File: config.mk
export PLATFORM = sky130hd
export DESIGN_NAME = seg_frame_reader
export DESIGN_NICKNAME = d
export VERILOG_FILES = /design/src/rtl/seg_display_pkg.sv /design/src/rtl/seg_pattern_to_bcd.sv /design/src/rtl/seg_frame_reader.sv
export SDC_FILE = /design/constraint.sdc
export NUM_CORES = 1
export LEC_CHECK = 0
export BUFFER_PORTS_ARGS = -buffer_cell sky130_fd_sc_hd__buf_2
export CAP_MARGIN = 20
export CORE_MARGIN = 2
export CORE_UTILIZATION = 60
export DETAILED_ROUTE_END_ITERATION = 16
export HOLD_SLACK_MARGIN = 0.15
export PLACE_DENSITY = 0.82
export SLEW_MARGIN = 20
export SYNTH_ARGS = -nofsm -noshare
export SYNTH_HDL_FRONTEND = slang
export SYNTH_SLANG_ARGS = --single-unit
File: constraint.sdc
create_clock -name clk -period 6.38 [get_ports clk]
set_clock_uncertainty 0.2 [all_clocks]
set_input_delay 1.276 -clock clk [delete_from_list [all_inputs] [get_ports clk]]
set_output_delay 1.276 -clock clk [all_outputs]
set_load 0.03 [all_outputs]
File: src/rtl/seg_display_pkg.sv
// Shared 7-segment constants for the display driver and reader, plus reader FSM states.
// Latency: none (package only).
// Backpressure: not applicable.
package seg_display_pkg;

    localparam logic [6:0] SEG_0     = 7'h40;
    localparam logic [6:0] SEG_1     = 7'h79;
    localparam logic [6:0] SEG_2     = 7'h24;
    localparam logic [6:0] SEG_3     = 7'h30;
    localparam logic [6:0] SEG_4     = 7'h19;
    localparam logic [6:0] SEG_5     = 7'h12;
    localparam logic [6:0] SEG_6     = 7'h02;
    localparam logic [6:0] SEG_7     = 7'h78;
    localparam logic [6:0] SEG_8     = 7'h00;
    localparam logic [6:0] SEG_9     = 7'h18;
    localparam logic [6:0] SEG_BLANK = 7'h7F;

    localparam logic [3:0] BCD_INVALID = 4'hF;

    typedef enum logic {
        S_WAIT = 1'b0,
        S_HOLD = 1'b1
    } rd_state_t;

endpackage

File: src/rtl/seg_pattern_to_bcd.sv
// Maps an active-low a..g segment pattern back to BCD with blank/invalid flags.
// Latency: combinational.
// Backpressure: none.
module seg_pattern_to_bcd
    import seg_display_pkg::*;
(
    input  logic [6:0] pattern,
    output logic [3:0] value,
    output logic       blank,
    output logic       invalid
);

    always_comb begin
        value   = 4'd0;
        blank   = 1'b0;
        invalid = 1'b0;
        case (pattern)
            SEG_0:     value = 4'd0;
            SEG_1:     value = 4'd1;
            SEG_2:     value = 4'd2;
            SEG_3:     value = 4'd3;
            SEG_4:     value = 4'd4;
            SEG_5:     value = 4'd5;
            SEG_6:     value = 4'd6;
            SEG_7:     value = 4'd7;
            SEG_8:     value = 4'd8;
            SEG_9:     value = 4'd9;
            SEG_BLANK: blank = 1'b1;
            default: begin
                value   = BCD_INVALID;
                invalid = 1'b1;
            end
        endcase
    end

endmodule

File: src/rtl/seg_frame_reader.sv
// Debounces a scanned 7-seg bus and publishes whole decoded frames; DP capture under SEG_FRAME_READER_DP_EN.
// Latency: capture on the (STABLE_CYCLES+1)th stable edge; publish one edge after the last digit is captured.
// Backpressure: none; the bus is observed passively and frame_valid is a one-cycle pulse.
module seg_frame_reader
    import seg_display_pkg::*;
#(
    parameter int NUM_DIGITS    = 4,
    parameter int STABLE_CYCLES = 4
) (
    input  logic                    clk,
    input  logic                    rst,
    input  logic [7:0]              seg_in,
    input  logic [NUM_DIGITS-1:0]   dig_sel,
    output logic [4*NUM_DIGITS-1:0] value_out,
    output logic [NUM_DIGITS-1:0]   blank_out,
    output logic [NUM_DIGITS-1:0]   dp_out,
    output logic                    err_out,
    output logic                    frame_valid
);

    localparam int CW = $clog2(STABLE_CYCLES) + 1;
    localparam int IW = (NUM_DIGITS > 1) ? $clog2(NUM_DIGITS) : 1;
    localparam logic [CW-1:0] CNT_TOP = CW'(STABLE_CYCLES - 1);

    logic [7:0]              seg_q;
    logic [NUM_DIGITS-1:0]   sel_q;
    logic [CW-1:0]           cnt;
    logic                    in_chg;
    logic                    stable;
    logic                    capture;
    logic                    full;
    logic [IW-1:0]           idx;
    rd_state_t               state, state_nxt;

    logic [NUM_DIGITS-1:0]   mask;
    logic [NUM_DIGITS-1:0]   err_slot;
    logic [NUM_DIGITS-1:0]   blank_slot;
    logic [4*NUM_DIGITS-1:0] value_slot;

    logic [3:0]              dec_value;
    logic                    dec_blank;
    logic                    dec_invalid;

    // cnt tracks how long the registered copy has been steady, so it is judged against the incoming sample
    assign in_chg = ({seg_in, dig_sel} != {seg_q, sel_q});
    assign stable = (cnt == CNT_TOP) && $onehot(sel_q);
    assign full   = &mask;

    always_ff @(posedge clk) begin
        if (rst) begin
            seg_q <= '0;
            sel_q <= '0;
            cnt   <= '0;
        end else begin
            seg_q <= seg_in;
            sel_q <= dig_sel;
            if (in_chg || !$onehot(dig_sel))
                cnt <= '0;
            else if (cnt != CNT_TOP)
                cnt <= cnt + CW'(1);
        end
    end

    always_comb begin
        idx = '0;
        for (int k = 0; k < NUM_DIGITS; k++)
            if (sel_q[k]) idx = IW'(k);
    end

    seg_pattern_to_bcd u_dec (
        .pattern (seg_q[6:0]),
        .value   (dec_value),
        .blank   (dec_blank),
        .invalid (dec_invalid)
    );

    always_ff @(posedge clk) begin
        if (rst) state <= S_WAIT;
        else     state <= state_nxt;
    end

    always_comb begin
        state_nxt = state;
        case (state)
            S_WAIT:  if (stable)  state_nxt = S_HOLD;
            S_HOLD:  if (!stable) state_nxt = S_WAIT;
            default: state_nxt = S_WAIT;
        endcase
    end

    always_comb begin
        capture = (state == S_WAIT) && stable;
    end

    // Publish clears mask/errors first; a same-edge capture then lands in the fresh frame
    always_ff @(posedge clk) begin
        if (rst) begin
            mask        <= '0;
            err_slot    <= '0;
            blank_slot  <= '0;
            value_slot  <= '0;
            value_out   <= '0;
            blank_out   <= '0;
            err_out     <= 1'b0;
            frame_valid <= 1'b0;
        end else begin
            frame_valid <= full;
            if (full) begin
                value_out <= value_slot;
                blank_out <= blank_slot;
                err_out   <= |err_slot;
                mask      <= '0;
                err_slot  <= '0;
            end
            if (capture) begin
                mask[idx]              <= 1'b1;
                err_slot[idx]          <= dec_invalid;
                blank_slot[idx]        <= dec_blank;
                value_slot[idx*4 +: 4] <= dec_value;
            end
        end
    end

`ifdef SEG_FRAME_READER_DP_EN
    logic [NUM_DIGITS-1:0] dp_slot;

    always_ff @(posedge clk) begin
        if (rst) begin
            dp_slot <= '0;
            dp_out  <= '0;
        end else begin
            if (full)    dp_out       <= dp_slot;
            if (capture) dp_slot[idx] <= ~seg_q[7];
        end
    end
`else
    assign dp_out = '0;
`endif

endmodule

==> flow_summary_export.csv, run 1 <==
group,metric,value,unit
status,outcome,"finished clean",
global_routing,grt_pass1_vias,2372,
die,die_area,0.00579,mm2
worst_setup_path,startpoint_type,"register",
synth,synth_area,0.00312,mm2
power,p_int,634,uW
place,gp_congestion,0.881,
worst_hold_path,min_path_type,"reg -> reg",
clocking,cts_tree,"built",
clocking,clock_path_buffers,2,
worst_setup_path,cp_slowest_cell,"nor2_2",
die,rows,26,
place,placed_cell_area,0.00328,mm2
die,core,0.00507,mm2
power,swShare,25.2,%
synth,synth_cells,356,
power,p_leak,1.36,nW
clocking,clock_sinks,66,
clocking,clk_latency,0.35,ns
worst_setup_path,cpLargestDelayFamily,"simple AND/OR/NAND/NOR gates",
place,place_ws,3.03,ns
die,pin_count,40,
finish,layout_commonest_cell,"nand2_1",
routing,drc,0,
routing,wl_per_cell,13.7,um
finish,mostFrequentLayoutCells,"nand2_1, dfxtp_1, a21oi_1, buf_2, inv_1",
routing,drt_pass1_iterations,4,
sta,relSlewSlack,50.2,%
worst_setup_path,critPathMaxStageDelay,0.54,ns
synth,ys_ff_latch,66,
global_routing,grtUsageTotal,22.9,%
sta,rsz0062_at_grt,"false",
clocking,post_cts_buffers,0,
power,ir_worst_vdd,0.181,mV
global_routing,gr-total-overflow,0,
clocking,cts_resized,0,
sta,tightest_slew,0.747,ns
finish,fin_area,0.00348,mm2
sta,worst_slack,3.12,ns
global_routing,grt_pass1_wl,10600,um
place,port-buffer-count,35,
job,drv_cap,0,
synth,yosysSeqAreaShare,42.4,%
synth,ys.flop_type,"dfxtp_1",
worst_setup_path,crit_arrival,3.27,ns
clocking,cts_made_buffers,9,
finish,synthToLayoutAreaGrowth,11.7,%
sta,clock.fmax,306,MHz
worst_setup_path,cp_cell_sequence,"inv_1 -> fa_1 -> inv_1 -> ha_1 -> ha_1 -> nand4bb_1 -> nor2_2 -> nand2_1 -> a221oi_2 -> a211oi_1",
power,combPwrFrac,8.5,%
power,p_seq_share,50.0,%
sta,fin_crit_sh,51.2,%
sta,min_period,3.26,ns
worst_setup_path,worst-path-buf-inv,2,
routing,ant_nets,0,
clocking,htree_levels,3,
routing,drt_iter0_markers,116,
finish,n_antenna_cell,0,
global_routing,antenna_found_initial,0,
synth,ys.warnings.count,0,
sta,setup_viol,0,
worst_setup_path,worstPathRequired,6.38,ns
finish,nNetsFinal,415,
die,die-width,76.1,um
power,power.density,243,mW/mm2
routing,via_per_inst,5.42,
sta,setup_tns,0,ns
synth,synth.avg_cell_area,8.75,um2
clocking,cts_hold_buf,0,
sta,finalMaxSlewViolations,0,
routing,routed_wl,6310,um
routing,via_count,2493,
worst_setup_path,cp-end-kind,"register",
global_routing,grt_max_degree,71,
clocking,clk_pin_slew_worst_paths,0.08,ns
place,dp_hpwl,4360,um
die,start_util,61.4,%
finish,nFillCells,416,
synth,synth_edf_count,0,
sta,finalHoldViolations,0,
die,die_y,76.1,um
worst_setup_path,crit_type,"reg -> reg",
worst_setup_path,worstPathMaxFanout,18,
synth,synth-async-reset-ratio,0,%
clocking,cts-root-buf,"clkbuf_8",
power,clkPwrFrac,41.5,%
synth,yosys.cell_types.count,55,
power,p_sw,213,uW
finish,drive_gt1_share,17.9,%
-- metrics by stage --
stage          total power [mW]  util (%)  instances  hold slack [ns]
3_5_place_dp              0.504      64.6        444            0.244
2_1_floorplan             0.489         -        359            0.232
5_1_grt                   0.880      68.6        460            0.265
4_1_cts                   0.856      68.6        460            0.254
6_report                  0.848      68.6        460            0.250
3_3_place_gp              0.501      64.6        444            0.235
-- flip-flops by register name (all words and copies together), names as in the netlist --
signal and cells:
value_out 16, cnt 3, err_out 1, blank_slot 4, blank_out 4, value_slot 16, err_slot 4, mask 4
sel_q 4, state 1, seg_q 8, frame_valid 1
-- layer usage --
metal	vias up	wire, um	global-route usage [%]
met1	1146	2870	27.2
met5	-	0	0
met2	54	3060	38.2
met3	18	190	3.79
met4	0	189	15.3
li1	1275	-	-
-- kinds of logic (layout without fill, tap and decap cells) --
kind of cell | Yosys count | count (layout) | share of synthesized area [%]
simple gates | 150 | 150 | 24.9
compound gates | 67 | 67 | 14.5
flops | 66 | 66 | 42.4
buf+inv | 38 | 69 | 6.02
fa+ha+maj | 16 | 16 | 6.90
xor+xnor | 16 | 16 | 4.50
mux | 2 | 2 | 0.682
other cells | 1 | 4 | 0.120
-- final timing paths --
path | start | endpoint | slack (ns) | cells after the start
max | sel_q[1] | value_slot[14] | 3.12 | 10
min | value_slot[7] | value_out[7] | 0.25 | 2
max reg2reg | sel_q[1] | value_slot[14] | 3.12 | 10
min reg2reg | value_slot[7] | value_out[7] | 0.25 | 2
-- synthesized netlist by cell type (all sizes together) (2+ instances only) --
master	n	area, um2
nor3	4	31.3
buf	10	73.8
a21oi	40	215
a211oi	7	62.6
or2	3	18.8
nand3b	10	75.1
a221oi	4	41.3
o21ai	6	30.0
nor4	3	18.8
xor2	10	87.6
ha	14	175
nor2	13	51.3
inv	16	60.1
nand4	10	62.6
xnor2	6	52.6
or4	3	26.3
fa	2	40.0
nand2	71	269
clkbuf	11	41.3
o31ai	3	22.5
nand3	13	65.1
o21bai	2	15.0
dfxtp	66	1320
nor2b	10	62.6
-- power groups by stage --
stage	combinational, mW	sequential [mW]	clock [mW]
3_5_place_dp	0.0706	0.433	0
3_3_place_gp	0.0680	0.433	0
4_1_cts	0.0716	0.424	0.361
2_1_floorplan	0.0611	0.428	0
6_report	0.0717	0.424	0.352
5_1_grt	0.0797	0.425	0.376
-- final cells by class --
cell class              count  area, um2  area share, %
clock buffers              10        138           3.95
clock inverters             6       66.3           1.90
inverters                  16       60.1           1.72
multi-input cells         255       1620           46.5
flip-flops and latches     66       1320           37.9
well taps                  70       87.6           2.52
repair buffers             37        190           5.46
-- worst min-delay path, stage by stage (launching register included) --
cell	delay, ns
dfxtp_1	0.31
nand2_1	0.05
a21oi_1	0.05
Power figures use the tool's default switching activity.
==> inputs of run 2 (changes only) <==
--- a/config.mk
+++ b/config.mk
@@ -8,10 +8,10 @@
 export BUFFER_PORTS_ARGS = -buffer_cell sky130_fd_sc_hd__buf_2
 export CAP_MARGIN = 20
 export CORE_MARGIN = 2
-export CORE_UTILIZATION = 60
+export CORE_UTILIZATION = 57
 export DETAILED_ROUTE_END_ITERATION = 16
 export HOLD_SLACK_MARGIN = 0.15
-export PLACE_DENSITY = 0.82
+export PLACE_DENSITY = 0.79
 export SLEW_MARGIN = 20
 export SYNTH_ARGS = -nofsm -noshare
 export SYNTH_HDL_FRONTEND = slang
==> constraint.sdc (replaced) <==
create_clock -name clk -period 3.4 [get_ports clk]
set_clock_uncertainty 0.2 [all_clocks]
set_input_delay 0.68 -clock clk [delete_from_list [all_inputs] [get_ports clk]]
set_output_delay 0.68 -clock clk [all_outputs]
set_load 0.03 [all_outputs]
==> flow_summary_export.csv, run 2 (synthesis gave the netlist of run 1 again) <==
group,metric,value,unit
status,outcome,"finished clean",
sta,setup_tns,0,ns
worst_setup_path,crit_arrival,3.00,ns
place,placed_cell_area,0.00329,mm2
die,rows,26,
routing,drc,0,
worst_setup_path,worstPathRequired,3.47,ns
finish,n_antenna_cell,0,
finish,fin_area,0.00348,mm2
finish,nFillCells,463,
finish,drive_gt1_share,18.2,%
worst_setup_path,reg2reg_depth,10,
place,gp_congestion,0.875,
clocking,clk_pin_slew_worst_paths,0.07,ns
global_routing,grt_pass1_wl,10600,um
finish,mostFrequentLayoutCells,"nand2_1, dfxtp_1, a21oi_1, buf_2, inv_1",
worst_setup_path,cp-end-kind,"register",
power,swShare,25.3,%
power,p_int,1.16,mW
power,power.density,445,mW/mm2
sta,min_period,2.93,ns
worst_hold_path,min_path_type,"reg -> reg",
clocking,cts_made_buffers,9,
worst_hold_path,holdCritStartpoint,"value_out[4]",
sta,finalHoldViolations,0,
sta,fin_crit_sh,86.0,%
worst_setup_path,worstPathMaxFanout,4,
sta,finalMaxSlewViolations,0,
clocking,cts_resized,0,
clocking,clock_path_buffers,2,
sta,clock.fmax,342,MHz
clocking,clk_latency,0.35,ns
die,die_y,77.9,um
worst_setup_path,crit_type,"reg -> reg",
worst_setup_path,cp_slowest_cell,"fa_1",
sta,setup_viol,0,
power,p_leak,1.36,nW
place,port-buffer-count,35,
finish,nNetsFinal,416,
die,core,0.00520,mm2
routing,drt_pass1_iterations,4,
die,die_area,0.00608,mm2
die,die-width,77.9,um
power,ir_worst_vdd,0.339,mV
power,combPwrFrac,8.8,%
sta,tightest_slew,0.690,ns
worst_setup_path,startpoint_type,"register",
routing,drt_iter0_markers,162,
finish,layout_commonest_cell,"nand2_1",
finish,synthToLayoutAreaGrowth,11.6,%
routing,via_per_inst,5.47,
finish,top_regs,"value_out: 16 flops, value_slot: 16 flops, seg_q: 8 flops",
worst_setup_path,crit_path_start,"sel_q[0]",
global_routing,grtUsageTotal,21.8,%
die,pin_count,40,
routing,ant_nets,0,
worst_setup_path,cp_cell_sequence,"inv_1 -> fa_1 -> inv_1 -> ha_1 -> ha_1 -> nand4bb_1 -> nor4_1 -> nand3_1 -> or2_2 -> o21ai_0",
clocking,cts-root-buf,"clkbuf_8",
worst_hold_path,min_path_cells,2,
power,finalPower,1.55,mW
clocking,cts_hold_buf,0,
routing,routed_wl,6150,um
power,p_seq_share,51.4,%
clocking,clock_sinks,66,
die,start_util,59.9,%
worst_setup_path,critPathMaxStageDelay,0.53,ns
clocking,post_cts_buffers,0,
job,drv_cap,0,
global_routing,grt_pass1_vias,2275,
global_routing,grt_max_degree,71,
power,clkPwrFrac,39.8,%
routing,via_count,2523,
global_routing,antenna_found_initial,0,
sta,rsz0062_at_grt,"false",
routing,wl_per_cell,13.3,um
worst_setup_path,crit-reg2reg-launch,"sel_q[0]",
global_routing,gr-total-overflow,0,
clocking,htree_levels,3,
clocking,cts_tree,"built",
sta,relSlewSlack,54.0,%
place,dp_hpwl,4370,um
power,p_sw,392,uW
-- run 2: changes by cell type in the layout (fill, tap and decap cells not counted), sizes merged --
cell      before  now
clkinvlp       3    2
clkbuf        10   12
buf           37   38
bufinv         1    0
-- run 2: cell type report --
cell class | count | area [um2] | area share (%)
inverter | 16 | 60.1 | 1.73
timing repair buffer | 38 | 200 | 5.76
clock inverter | 4 | 25.0 | 0.719
tap | 70 | 87.6 | 2.52
clock buffer | 12 | 165 | 4.75
multi-input combinational | 255 | 1620 | 46.5
sequential | 66 | 1320 | 38.0
-- run 2: power by group through the flow --
stage	Clock [mW]	Combinational [mW]	Sequential, mW
after floorplan	0	0.115	0.803
after global placement	0	0.128	0.813
after detailed placement	0	0.135	0.813
after CTS	0.621	0.136	0.795
after global routing	0.659	0.153	0.797
final	0.615	0.136	0.796
-- run 2: worst paths after layout --
| kind | to | slack (ns) |
|---|---|---|
| setup reg to reg | value_slot[7] | 0.47 |
| hold / removal | value_out[4] | 0.25 |
| setup / recovery | value_slot[7] | 0.47 |
| hold reg to reg | value_out[4] | 0.25 |
-- run 2: worst max-delay path: cells and delay by family, from the launching register on --
kind	cells	cell delay, ns
simple gates	4	1.06
flops	1	0.35
fa+ha+maj	3	0.96
buf+inv	2	0.11
compound gates	1	0.16
-- run 2: metrics by stage --
step                      hold WS [ns]  instances  utilization (%)  setup WS (ns)
final                            0.250        461             66.8          0.475
after global routing             0.268        461             66.8          0.229
after CTS                        0.254        461             66.8          0.445
after detailed placement         0.244        445             63.1          0.462
after global placement           0.239        445             63.1          0.574
after floorplan                  0.232        359                -          0.726
-- run 2: metal layers --
metal  wire (um)  share of wire [%]  GRT usage [%]
met1        2720                 44           27.5
met2        3080                 50           35.9
met3         241                3.9           4.53
met4         100                1.6           9.65
met5           0                  0              0
==> inputs of run 3 (changes only) <==
--- a/config.mk
+++ b/config.mk
@@ -5,14 +5,14 @@
 export SDC_FILE = /design/constraint.sdc
 export NUM_CORES = 1
 export LEC_CHECK = 0
+export ABC_AREA = 1
 export BUFFER_PORTS_ARGS = -buffer_cell sky130_fd_sc_hd__buf_2
-export CAP_MARGIN = 20
 export CORE_MARGIN = 2
 export CORE_UTILIZATION = 57
 export DETAILED_ROUTE_END_ITERATION = 16
 export HOLD_SLACK_MARGIN = 0.15
 export PLACE_DENSITY = 0.79
-export SLEW_MARGIN = 20
+export SLEW_MARGIN = 10
 export SYNTH_ARGS = -nofsm -noshare
 export SYNTH_HDL_FRONTEND = slang
 export SYNTH_SLANG_ARGS = --single-unit
==> flow_summary_export.csv, run 3 <==
group,metric,value,unit
status,outcome,"finished clean",
worst_hold_path,holdCritStartpoint,"value_slot[4]",
synth,synthAdderAreaFrac,7.01,%
worst_hold_path,min_delay_worst_endpoint,"value_slot[4]",
power,power.density,454,mW/mm2
synth,ys.warnings.count,0,
global_routing,gr-total-overflow,0,
synth,synthTopCellsByCount,"nor2_1, dfxtp_1, nand2_1",
sta,setup_viol,0,
job,drv_cap,0,
sta,tightest_slew,0.624,ns
worst_setup_path,crit_path_start,"sel_q[1]",
clocking,clock_sinks,66,
finish,drive_gt1_share,20.0,%
synth,ys_ff_latch,66,
clocking,cts_hold_buf,0,
sta,clock.fmax,357,MHz
die,pin_count,40,
die,core,0.00514,mm2
clocking,clock_path_buffers,2,
clocking,cts_made_buffers,9,
clocking,htree_levels,3,
clocking,post_cts_buffers,0,
worst_setup_path,cp-end-kind,"register",
power,finalPower,1.57,mW
die,die_y,77.4,um
finish,nFillCells,472,
worst_setup_path,crit-reg2reg-launch,"sel_q[1]",
place,port-buffer-count,35,
sta,relSlewSlack,58.3,%
synth,yosys.cell_types.count,36,
routing,routed_wl,5870,um
synth,synth.avg_cell_area,8.05,um2
synth,synth-async-reset-ratio,0,%
sta,rsz0062_at_grt,"false",
global_routing,grt_pass1_vias,2456,
place,dp_hpwl,4250,um
finish,mostFrequentLayoutCells,"nor2_1, dfxtp_1, nand2_1, inv_1, buf_2",
worst_setup_path,r2r_slack,0.60,ns
sta,setup_tns,0,ns
routing,ant_nets,0,
worst_hold_path,min_path_type,"reg -> reg",
finish,fin_area,0.00347,mm2
synth,synth-xor-area-share,2.00,%
finish,nNetsFinal,445,
sta,min_period,2.80,ns
finish,multi_input_area,0.00152,mm2
worst_setup_path,crit_type,"reg -> reg",
finish,synthToLayoutAreaGrowth,13.0,%
die,die_area,0.00599,mm2
clocking,cts_resized,0,
worst_setup_path,crit_arrival,2.88,ns
worst_setup_path,reg2reg_depth,12,
synth,synthMostInstantiatedCell,"nor2_1",
synth,synthMuxAreaShare,0.326,%
synth,synth_cells,381,
synth,synth_compound_area_share,12.1,%
clocking,clk_latency,0.34,ns
routing,via_count,2527,
global_routing,grtUsageTotal,21.5,%
die,rows,26,
place,gp_congestion,0.830,
clocking,cts-root-buf,"clkbuf_8",
synth,yosysSeqAreaShare,43.1,%
routing,wl_per_cell,12.0,um
worst_setup_path,worstPathMaxFanout,8,
worst_hold_path,min_path_cells,2,
global_routing,grt_max_degree,39,
routing,drt_iter0_markers,158,
routing,drt_pass1_iterations,4,
finish,n_antenna_cell,0,
finish,top_regs,"value_out: 16 flops, value_slot: 16 flops, seg_q: 8 flops",
place,placed_cell_area,0.00327,mm2
synth,ys.flop_type,"dfxtp_1",
power,p_leak,1.52,nW
worst_setup_path,startpoint_type,"register",
clocking,clk_pin_slew_worst_paths,0.07,ns
synth,synth.top_cell.area_share,43.1,%
synth,synth_area,0.00307,mm2
sta,finalHoldViolations,0,
global_routing,grt_pass1_wl,10200,um
routing,drc,0,
place,dpl.cell_count,474,
synth,synth-simple-area-share,27.6,%
die,die-width,77.4,um
worst_setup_path,rr_endpoint,"value_slot[5]",
global_routing,antenna_found_initial,0,
synth,synth_top_cell_by_area,"dfxtp_1",
power,ir_worst_vdd,0.324,mV
synth,synth_top_family_by_area,"simple AND/OR/NAND/NOR gates",
die,start_util,59.7,%
routing,via_per_inst,5.16,
sta,fin_crit_sh,82.5,%
finish,seq_area,0.00132,mm2
synth,synth.area.top_cells,"dfxtp_1, nor2_1, ha_1",
sta,finalMaxSlewViolations,0,
synth,synth_edf_count,0,
worst_setup_path,worstPathRequired,3.47,ns
sta,hold_slack,0.265,ns
finish,fin_cells,490,
clocking,cts_tree,"built",
finish,layout_commonest_cell,"nor2_1",
-- run 3: power by group --
group | switching [mW] | internal (mW) | total (mW)
clock network | 0.300 | 0.336 | 0.636
logic | 0.0991 | 0.0465 | 0.146
registers | 0.0103 | 0.780 | 0.791
-- run 3: how the worst max path moves through the flow --
stage | to
after global placement | cnt[1]
after floorplan | value_slot[10]
after detailed placement | cnt[0]
after global routing | value_slot[11]
after CTS | value_slot[10]
final | value_slot[5]
-- run 3: final cells by class --
class | count | area share (%)
inverter | 39 | 4.22
tap | 70 | 2.53
timing repair buffer | 38 | 5.70
clock inverter | 7 | 2.02
sequential | 66 | 38.1
multi-input combinational | 261 | 43.8
clock buffer | 9 | 3.57
-- run 3: cells by family after synthesis --
kind of cell,after synthesis
DFF,66
xor gates and xnor gates,7
muxes,1
AOI/OAI and AO/OA,68
other,1
adders and majority gates,16
buffers and inverters,57
and+or+nand+nor,165
-- run 3: critical path, cell delays in order, from the launching register on --
cell and delay [ns]:
dfxtp_1 0.41, inv_1 0.10, fa_1 0.51, inv_1 0.04, ha_1 0.17, ha_1 0.27, nor2_1 0.18, nand3_4 0.12
nor2_8 0.17, nand2_2 0.12, nor2_2 0.16, nand4_1 0.13, a21oi_1 0.16
-- run 3: routing by layer --
layer | wire length, um | GRT usage, % | vias to the layer above
li1 | - | - | 1302
met1 | 2690 | 25.2 | 1138
met2 | 2750 | 36.4 | 71
met3 | 273 | 6.16 | 16
met4 | 151 | 10.0 | 0
met5 | 0 | 0 | -
-- run 3: metrics by stage --
step,setup slack (ns),utilization [%]
2_1_floorplan,0.847,-
3_3_place_gp,0.534,63.7
3_5_place_dp,0.495,63.7
4_1_cts,0.591,67.4
5_1_grt,0.372,67.4
6_report,0.596,67.4
